--- config.mk ---
export PLATFORM = sky130hd
export DESIGN_NAME = uart_rx_fifo_flat
export DESIGN_NICKNAME = d
export VERILOG_FILES = /design/src/rtl/uart_rx_fifo_if.sv /design/src/rtl/uart_rx_fifo.sv /design/src/flat_wrapper.sv
export SDC_FILE = /design/constraint.sdc
export NUM_CORES = 1
export LEC_CHECK = 0
export ABC_AREA = 1
export CAP_MARGIN = 10
export CORE_MARGIN = 5
export CORE_UTILIZATION = 40
export CTS_BUF_LIST = sky130_fd_sc_hd__clkbuf_4
export DETAILED_ROUTE_END_ITERATION = 8
export GPL_ROUTABILITY_DRIVEN = 1
export GPL_TIMING_DRIVEN = 0
export PLACE_DENSITY = 0.68
export SYNTH_ARGS = -nofsm -noshare
export SYNTH_HDL_FRONTEND = slang
export SYNTH_SLANG_ARGS = --single-unit
--- constraint.sdc ---
create_clock -name clk -period 1.95 [get_ports clk]
set_input_delay 0.2925 -clock clk [delete_from_list [all_inputs] [get_ports clk]]
set_output_delay 0.2925 -clock clk [all_outputs]
set_load 0.01 [all_outputs]
--- src/rtl/uart_rx_fifo_if.sv ---
// Byte/status bundle between uart_rx, the RX FIFO and the mem_ctl register path.
// slave = FIFO side, master = the uart_rx/register-path side driving it.
interface uart_rx_fifo_if #(
    parameter int unsigned DEPTH  = 16,
    parameter int unsigned DATA_W = 8
);
    logic                       rx_valid;
    logic [DATA_W-1:0]          rx_data;
    logic                       rx_break;
    logic                       rx_en;
    logic                       rd_en;
    logic [DATA_W-1:0]          rd_data;
    logic                       empty;
    logic                       full;
    logic [$clog2(DEPTH):0]     level;
    logic                       overrun;
    logic                       break_seen;
    logic                       clr_status;
    logic                       irq_thresh;

    modport slave (
        input  rx_valid, rx_data, rx_break, rd_en, clr_status,
        output rx_en, rd_data, empty, full, level, overrun, break_seen, irq_thresh
    );

    modport master (
        output rx_valid, rx_data, rx_break, rd_en, clr_status,
        input  rx_en, rd_data, empty, full, level, overrun, break_seen, irq_thresh
    );
endinterface

--- src/rtl/uart_rx_fifo.sv ---
// First-word-fall-through receive FIFO with sticky overrun/break status.
// Define UART_RX_FIFO_THRESH_IRQ_EN to build the registered irq_thresh comparator.
module uart_rx_fifo #(
    parameter int unsigned DEPTH  = 16,
    parameter int unsigned DATA_W = 8,
    parameter int unsigned THRESH = 8
) (
    input  logic          clk,
    input  logic          rst_n,
    uart_rx_fifo_if.slave bus
);
    localparam int unsigned PtrW = $clog2(DEPTH);
    localparam int unsigned LvlW = PtrW + 1;

    if (DEPTH < 2 || (DEPTH & (DEPTH - 1)) != 0) begin : g_bad_depth
        $error("uart_rx_fifo: DEPTH must be a power of two >= 2");
    end
    if (THRESH < 1 || THRESH > DEPTH) begin : g_bad_thresh
        $error("uart_rx_fifo: THRESH must be in 1..DEPTH");
    end

    logic [DATA_W-1:0] mem [DEPTH];
    logic [PtrW-1:0]   wr_ptr_q, wr_ptr_d;
    logic [PtrW-1:0]   rd_ptr_q, rd_ptr_d;
    logic [LvlW-1:0]   level_q, level_d;
    logic              overrun_q, overrun_d;
    logic              break_seen_q, break_seen_d;
    logic              brk_q;
    logic              empty, full, pop, wr, drop, brk_rise;

    assign empty    = (level_q == '0);
    assign full     = (level_q == LvlW'(DEPTH));
    assign pop      = bus.rd_en && !empty;
    // A simultaneous pop frees the slot, so a push into a full FIFO still lands.
    assign wr       = bus.rx_valid && (!full || pop);
    assign drop     = bus.rx_valid && full && !pop;
    assign brk_rise = bus.rx_break && !brk_q;

    always_comb begin
        wr_ptr_d     = wr_ptr_q;
        rd_ptr_d     = rd_ptr_q;
        level_d      = level_q;
        overrun_d    = overrun_q;
        break_seen_d = break_seen_q;

        if (wr) wr_ptr_d = wr_ptr_q + PtrW'(1);
        if (pop) rd_ptr_d = rd_ptr_q + PtrW'(1);

        case ({wr, pop})
            2'b10:   level_d = level_q + LvlW'(1);
            2'b01:   level_d = level_q - LvlW'(1);
            default: level_d = level_q;
        endcase

        // Set has priority over a coincident clear.
        if (bus.clr_status) begin
            overrun_d    = 1'b0;
            break_seen_d = 1'b0;
        end
        if (drop) overrun_d = 1'b1;
        if (brk_rise) break_seen_d = 1'b1;
    end

    always_ff @(posedge clk or negedge rst_n) begin
        if (!rst_n) begin
            wr_ptr_q     <= '0;
            rd_ptr_q     <= '0;
            level_q      <= '0;
            overrun_q    <= 1'b0;
            break_seen_q <= 1'b0;
            brk_q        <= 1'b0;
        end else begin
            wr_ptr_q     <= wr_ptr_d;
            rd_ptr_q     <= rd_ptr_d;
            level_q      <= level_d;
            overrun_q    <= overrun_d;
            break_seen_q <= break_seen_d;
            brk_q        <= bus.rx_break;
        end
    end

    // Storage is deliberately left unreset.
    always_ff @(posedge clk) begin
        if (wr) mem[wr_ptr_q] <= bus.rx_data;
    end

`ifdef UART_RX_FIFO_THRESH_IRQ_EN
    logic irq_q;

    always_ff @(posedge clk or negedge rst_n) begin
        if (!rst_n) begin
            irq_q <= 1'b0;
        end else begin
            irq_q <= (level_d >= LvlW'(THRESH));
        end
    end

    assign bus.irq_thresh = irq_q;
`else
    assign bus.irq_thresh = 1'b0;
`endif

    assign bus.rx_en      = 1'b1;
    assign bus.rd_data    = empty ? '0 : mem[rd_ptr_q];
    assign bus.empty      = empty;
    assign bus.full       = full;
    assign bus.level      = level_q;
    assign bus.overrun    = overrun_q;
    assign bus.break_seen = break_seen_q;
endmodule
--- src/flat_wrapper.sv ---
// flat-port wrapper written by rule: the top's interface ports become plain ports
module uart_rx_fifo_flat 
#(
    parameter int unsigned DEPTH  = 16,
    parameter int unsigned DATA_W = 8,
    parameter int unsigned THRESH = 8
)
  (clk, rst_n, bus_rx_valid, bus_rx_data, bus_rx_break, bus_rd_en, bus_clr_status, bus_rx_en, bus_rd_data, bus_empty, bus_full, bus_level, bus_overrun, bus_break_seen, bus_irq_thresh);
  uart_rx_fifo_if #(.DEPTH(DEPTH), .DATA_W(DATA_W)) bus_i ();
  input  logic clk;
  input  logic rst_n;
  input wire logic [$bits(bus_i.rx_valid)-1:0] bus_rx_valid;
  input wire logic [$bits(bus_i.rx_data)-1:0] bus_rx_data;
  input wire logic [$bits(bus_i.rx_break)-1:0] bus_rx_break;
  input wire logic [$bits(bus_i.rd_en)-1:0] bus_rd_en;
  input wire logic [$bits(bus_i.clr_status)-1:0] bus_clr_status;
  output wire logic [$bits(bus_i.rx_en)-1:0] bus_rx_en;
  output wire logic [$bits(bus_i.rd_data)-1:0] bus_rd_data;
  output wire logic [$bits(bus_i.empty)-1:0] bus_empty;
  output wire logic [$bits(bus_i.full)-1:0] bus_full;
  output wire logic [$bits(bus_i.level)-1:0] bus_level;
  output wire logic [$bits(bus_i.overrun)-1:0] bus_overrun;
  output wire logic [$bits(bus_i.break_seen)-1:0] bus_break_seen;
  output wire logic [$bits(bus_i.irq_thresh)-1:0] bus_irq_thresh;
  assign bus_i.rx_valid = bus_rx_valid;
  assign bus_i.rx_data = bus_rx_data;
  assign bus_i.rx_break = bus_rx_break;
  assign bus_i.rd_en = bus_rd_en;
  assign bus_i.clr_status = bus_clr_status;
  assign bus_rx_en = bus_i.rx_en;
  assign bus_rd_data = bus_i.rd_data;
  assign bus_empty = bus_i.empty;
  assign bus_full = bus_i.full;
  assign bus_level = bus_i.level;
  assign bus_overrun = bus_i.overrun;
  assign bus_break_seen = bus_i.break_seen;
  assign bus_irq_thresh = bus_i.irq_thresh;
  uart_rx_fifo #(.DEPTH(DEPTH), .DATA_W(DATA_W), .THRESH(THRESH)) u_core (.clk(clk), .rst_n(rst_n), .bus(bus_i));
endmodule
-- Yosys cells after proc, flatten, opt, wreduce, memory -nomap -nowiden
Memories as Yosys holds them, arrays and structs flattened.
Cells that the tools add are included.
- add/subtract/negate cells: 4
- equal/unequal tests: 3
- multiplexer cells: 7
- reductions and logical operators: 14
- operators by type and width (kind ; count):
    5-bit one-hot mux with 2 select lines ; 1
    4-bit by 1-bit adder with 4-bit output (second input constant) ; 2
    8-bit 2-to-1 mux ; 1
    2-bit nonzero test ; 3
    5-bit by 1-bit adder with 5-bit output (second input constant) ; 1
    5-bit equality test (second input constant) ; 1
    1-bit logical AND ; 5
    5-bit logical NOT ; 1
    1-bit 2-to-1 mux ; 5
    5-bit by 1-bit subtractor with 5-bit output (second input constant) ; 1
    1-bit logical NOT ; 4
    2-bit by 1-bit equality test with 1-bit output (second input constant) ; 1
    2-bit equality test (second input constant) ; 1
    1-bit logical OR ; 1
- register bits after elaboration: 16
- bits in writable memories: 128
- input bits: 14
- output and inout port bits: 19
- logic and storage cells: 35
- memories kept: 1
- memories (name ; words ; bits a word ; read ports ; clocked after memory_dff ; wr ports ; RTL line ; RTL):
    u_core.mem ; 16 ; 8 ; 1 ; 0 ; 1 ; uart_rx_fifo.sv:22 ; logic [DATA_W-1:0] mem [DEPTH];

-- Logic depth before layout (Yosys ltp)
- depth after elaboration: 7
- depth in mapped cells: 15
- mapped depth without buffers: 15

-- Worst setup path before layout
OpenSTA, ideal clock, no wires.
- path type: reg2reg
- from: register u_core.level_q[0], in the netlist u_core.bus.level[0]
- to: memory u_core.mem[0][0] (enable)
- setup time: 0.370 ns
- arrival time: 1.426 ns
- data required time: 1.580 ns
- setup slack: 0.154 ns
- stages on the path, launching flop included: 9
- path buffers: 0
- period minus slack after synthesis: 1.796 ns
- cells stage by stage: dfrtp_1 -> nor2_2 -> nand3_4 -> nand2_4 -> nand2_4 -> nand2_4 -> inv_4 -> nand2_1 -> nor2_1
- cells in the longest elaborated chain, start to end: 7
- elaborated cells between the ends (all ways): 9
- those cells by class: 1 x eq/ne; 2 x mux; 6 x reduce/logical
- ends and longest elaborated chain (item ; RTL line ; RTL):
    start, declared ; uart_rx_fifo.sv:25 ; logic [LvlW-1:0] level_q, level_d;
    start signal, assigned ; uart_rx_fifo.sv:75 ; level_q <= level_d;
    5-bit logical NOT ; uart_rx_fifo.sv:31 ; assign empty = (level_q == '0);
    1-bit logical NOT ; uart_rx_fifo.sv:33 ; assign pop = bus.rd_en && !empty;
    1-bit logical AND ; uart_rx_fifo.sv:33 ;
    1-bit logical OR * ; uart_rx_fifo.sv:35 ; assign wr = bus.rx_valid && (!full || pop);
    1-bit logical AND * ; uart_rx_fifo.sv:35 ;
    1-bit 2-to-1 mux * ; uart_rx_fifo.sv:84 ; if (wr) mem[wr_ptr_q] <= bus.rx_data;
    1-bit 2-to-1 mux (not written as such) * ; uart_rx_fifo.sv:84 ;
    end, declared ; uart_rx_fifo.sv:22 ;
Every way passes the cells marked *; elsewhere a longest branch is shown, timed or not.

-- Worst setup path in the final report
- from: register u_core.rd_ptr_q[0]
- to: output bus_rd_data[2]
- cells in the longest elaborated chain, start to end: 2
- ends and longest elaborated chain (item ; RTL line ; RTL):
    start, declared ; uart_rx_fifo.sv:24 ; logic [PtrW-1:0] rd_ptr_q, rd_ptr_d;
    start signal, assigned ; uart_rx_fifo.sv:74 ; rd_ptr_q <= rd_ptr_d;
    memory read 16 x 8 bit ; - ;
    8-bit 2-to-1 mux ; uart_rx_fifo.sv:104 ; assign bus.rd_data = empty ? '0 : mem[rd_ptr_q];
    end, declared ; flat_wrapper.sv:18 ; output wire logic [$bits(bus_i.rd_data)-1:0] bus_rd_data;
No other way between the ends.

==> metrics.csv <==
stage,metric,value,unit
run_status,status,"complete, but fails checks",
run_status,failing checks,setup timing,
setup_path,CP cell instances,"buf_6, inv_8, buf_12, buf_8, nor2_4, o221ai_4, nand3_2, a21oi_2, buf_2",
drt,initial DRC count,415,
setup_path,Setup CP Type,reg -> out,
clock_tree,CTS buffer count,17,
clock_tree,clock sink count,144,
floorplan,CORE AREA,0.0150,mm^2
place,placed cells,700,
drt,Pre-Repair DR Iteration Count,4,
pwr,Static Leak,2.66,nW
setup_path,WP buf/inv,5,
drt,drt total wl,16000,um
global_routing,largest net degree at the start of global routing,17,
setup_path,WP data required,1.66,ns
cells_and_area,FILL cells,1229,
setup_path,data arrival time of the worst path,2.26,ns
floorplan,Die H,133,um
floorplan,# IOs,33,
setup_path,r2r setup slk,-0.03,ns
setup_path,Startpoint Class,flip-flop,
pwr,power per cell area,1530,mW/mm^2
global_routing,global-route wire length before repair,23500,um
cells_and_area,Multi-input gate area,0.00194,mm^2
yosys,register bit total from synthesis,144,
cells_and_area,ANT cells,0,
place,Post-DP HPWL,9680,um
floorplan,Starting Density,40.2,%
pwr,worst vdd ir,760,uV
setup_path,worst-case reg-to-reg path depth,16,
sta,post-route clock period utilization,131,%
sta,Clock Skews,0.0243,ns
clock_tree,H-tree depth,4,
setup_path,end of the worst register-to-register path,u_core.bus.level[4],
worst_hold_path,HP Class,in -> async,
drt,Routed wire per std cell,21.2,um
yosys,post-synthesis sequential area ratio,70.2,%
setup_path,Crit-path slowest cell,dfrtp_1,
cells_and_area,fraction of layout cells with a size suffix above 1,33.5,%
cells_and_area,sequential cell area,0.00425,mm^2
cells_and_area,area grow syn2layout,26.4,%
drt,Via density,5.65,
clock_tree,CTS Buffer Depth,2,
setup_path,worst-path fanout max,8,
run,Max Cap Violations,0,
place,port bufs,30,
global_routing,overall routing resource usage,17.7,%
setup_path,Top delay family on crit path,buffers and inverters,
sta,Worst slew margin,47.7,%
clock_tree,CTS Hold Bufs,0,
pwr,power after layout,11.7,mW
drt,drt drc,0,
setup_path,r2r startpoint,u_core.bus.level[0],
setup_path,kind of end point of the critical path,primary output,
global_routing,number of global-route vias before repair,4243,
yosys,Mapped Area,0.00605,mm^2
yosys,Synth cell types,29,
clock_tree,"Clk pin slew, worst setup/hold paths",0.13,ns
sta,Setup WS post-layout,-0.600,ns
setup_path,CP peak stage delay,0.41,ns
clock_tree,worst-skew pair later-pin latency,0.56,ns
floorplan,Rows,45,
cells_and_area,"most common cell after layout, fill and taps aside",edfxtp_1,
sta,min Tclk post-route,2.55,ns
clock_tree,CTS tree,built,
global_routing,grt total ovfl,0,
sta,fmax,392,MHz
yosys,syn_area_per_cell,12.5,um^2
drt,Via Count,4271,
sta,"Hold Vio Cnt, Final",0,
drt,ANT nets after route,0,
sta,Tightest Pin Transition,0.782,ns
place,GPL Wtd Cong,0.879,
sta,Final Max Tran Viols,0,
floorplan,Die Width,133,um
global_routing,initial antenna violation count,0,
sta,RSZ-0062 raised after global routing,yes,
sta,setup violators final,9,
yosys,Yosys warning count,0,
place,dpl ws,-0.857,ns
cells_and_area,nets,575,
yosys,syn_nets,502,
yosys,synthesized instance count,482,
cells_and_area,"commonest non-fill, non-tap cells in the layout","edfxtp_1 (128), nor2_1 (68), o21ai_0 (52)",
clock_tree,clk root buf,clkbuf_4,
cells_and_area,Non-Filler Instances,756,
floorplan,die area,0.0177,mm^2
## logic make-up (layout without fill, tap and decap cells)
family                     Yosys count  count (layout)  synth area share, %
and+or+nand+nor                    152             152                 11.4
other                                2               2                0.124
AOI/OAI and AO/OA                  117             117                 11.4
xor gates and xnor gates             9               9                 1.30
adders and majority gates            6               6                 1.24
DFF                                144             144                 70.2
buffers and inverters               52             138                 4.26
## through the flow
stage	cell area [um^2]	util, %	TNS, ns	hold slack, ns
2_1_floorplan	6050	-	0	-0.00309
3_3_place_gp	6580	43.8	-70.74	0.428
3_5_place_dp	6580	43.8	-77.29	0.452
4_1_cts	7340	48.8	-4.46	0.166
5_1_grt	7650	50.9	-5.56	0.175
6_report	7650	50.9	-4.37	0.185
## per-layer routing
metal / up-vias / routed length (um) / track usage [%]
li1: 1905 / - / -
met1: 2129 / 6410 / 22.3
met2: 209 / 7820 / 28.4
met3: 28 / 1320 / 5.51
met4: 0 / 439 / 7.56
met5: - / 0 / 0
## flip-flops by register name, indices dropped and copies added (netlist names)
name                   cells
u_core.bus.level           5
u_core.brk_q               1
u_core.bus.overrun         1
u_core.rd_ptr_q            4
u_core.mem               128
u_core.bus.break_seen      1
u_core.wr_ptr_q            4
## area by class of cell
type / count / share of cell area [%]
buffer: 26 / 3.32
sequential: 144 / 55.6
timing repair buffer: 54 / 7.09
clock buffer: 19 / 1.87
clock inverter: 13 / 2.00
tap: 188 / 3.08
multi-input combinational: 286 / 25.4
inverter: 26 / 1.67
## worst max-delay path by stage
stage / from / endpoint / slack [ns] / cells past startpoint
after global routing: u_core.rd_ptr_q[0] / bus_rd_data[2] / -0.71 / 10
after floorplan: u_core.bus.level[0] / u_core.mem[0][0] / 0.15 / 8
after detailed placement: u_core.rd_ptr_q[1] / bus_rd_data[2] / -0.86 / 7
after CTS: u_core.rd_ptr_q[0] / bus_rd_data[2] / -0.59 / 8
after global placement: u_core.rd_ptr_q[1] / bus_rd_data[2] / -0.85 / 7
final: u_core.rd_ptr_q[0] / bus_rd_data[2] / -0.60 / 9
## cells in the mapped netlist
master / number / area share, %
edfxtp_1: 128 / 64
nor2_2: 2 / 0.21
nand3_2: 1 / 0.17
nor2_1: 88 / 5.5
inv_4: 2 / 0.21
buf_2: 7 / 0.58
o21ai_2: 1 / 0.14
buf_4: 5 / 0.62
nand2_4: 4 / 0.74
nand3_1: 16 / 1.3
o21ai_1: 6 / 0.50
nand4_1: 5 / 0.52
nor2_4: 1 / 0.19
dfrtp_1: 16 / 6.6
conb_1: 2 / 0.12
nand2_1: 28 / 1.7
buf_6: 4 / 0.74
inv_1: 19 / 1.2
nand3_4: 2 / 0.58
clkinv_1: 2 / 0.12
clkbuf_1: 10 / 0.62
nand2_2: 5 / 0.52
inv_2: 3 / 0.19
ha_1: 6 / 1.2
o221ai_1: 24 / 3.5
xor2_1: 9 / 1.3
o21ai_0: 68 / 5.6
o22ai_1: 10 / 1.0
a21oi_1: 8 / 0.66
## power by group
| group | total (mW) | internal (mW) | leakage [nW] | switching [mW] |
|---|---|---|---|---|
| Clock | 1.96 | 0.819 | 0.158 | 1.14 |
| Combinational | 5.79 | 2.29 | 1.16 | 3.50 |
| Sequential | 3.99 | 3.78 | 1.34 | 0.212 |
## repair_timing
item / 4_1_cts / 5_1_grt
cloned: 3 / 2
buffers inserted: 18 / 2
pin swaps: 31 / 38
gates resized for setup: 143 / 65
setup endpoints to repair: 140 / 109
Note: power is estimated with default switching activity, not from simulation.
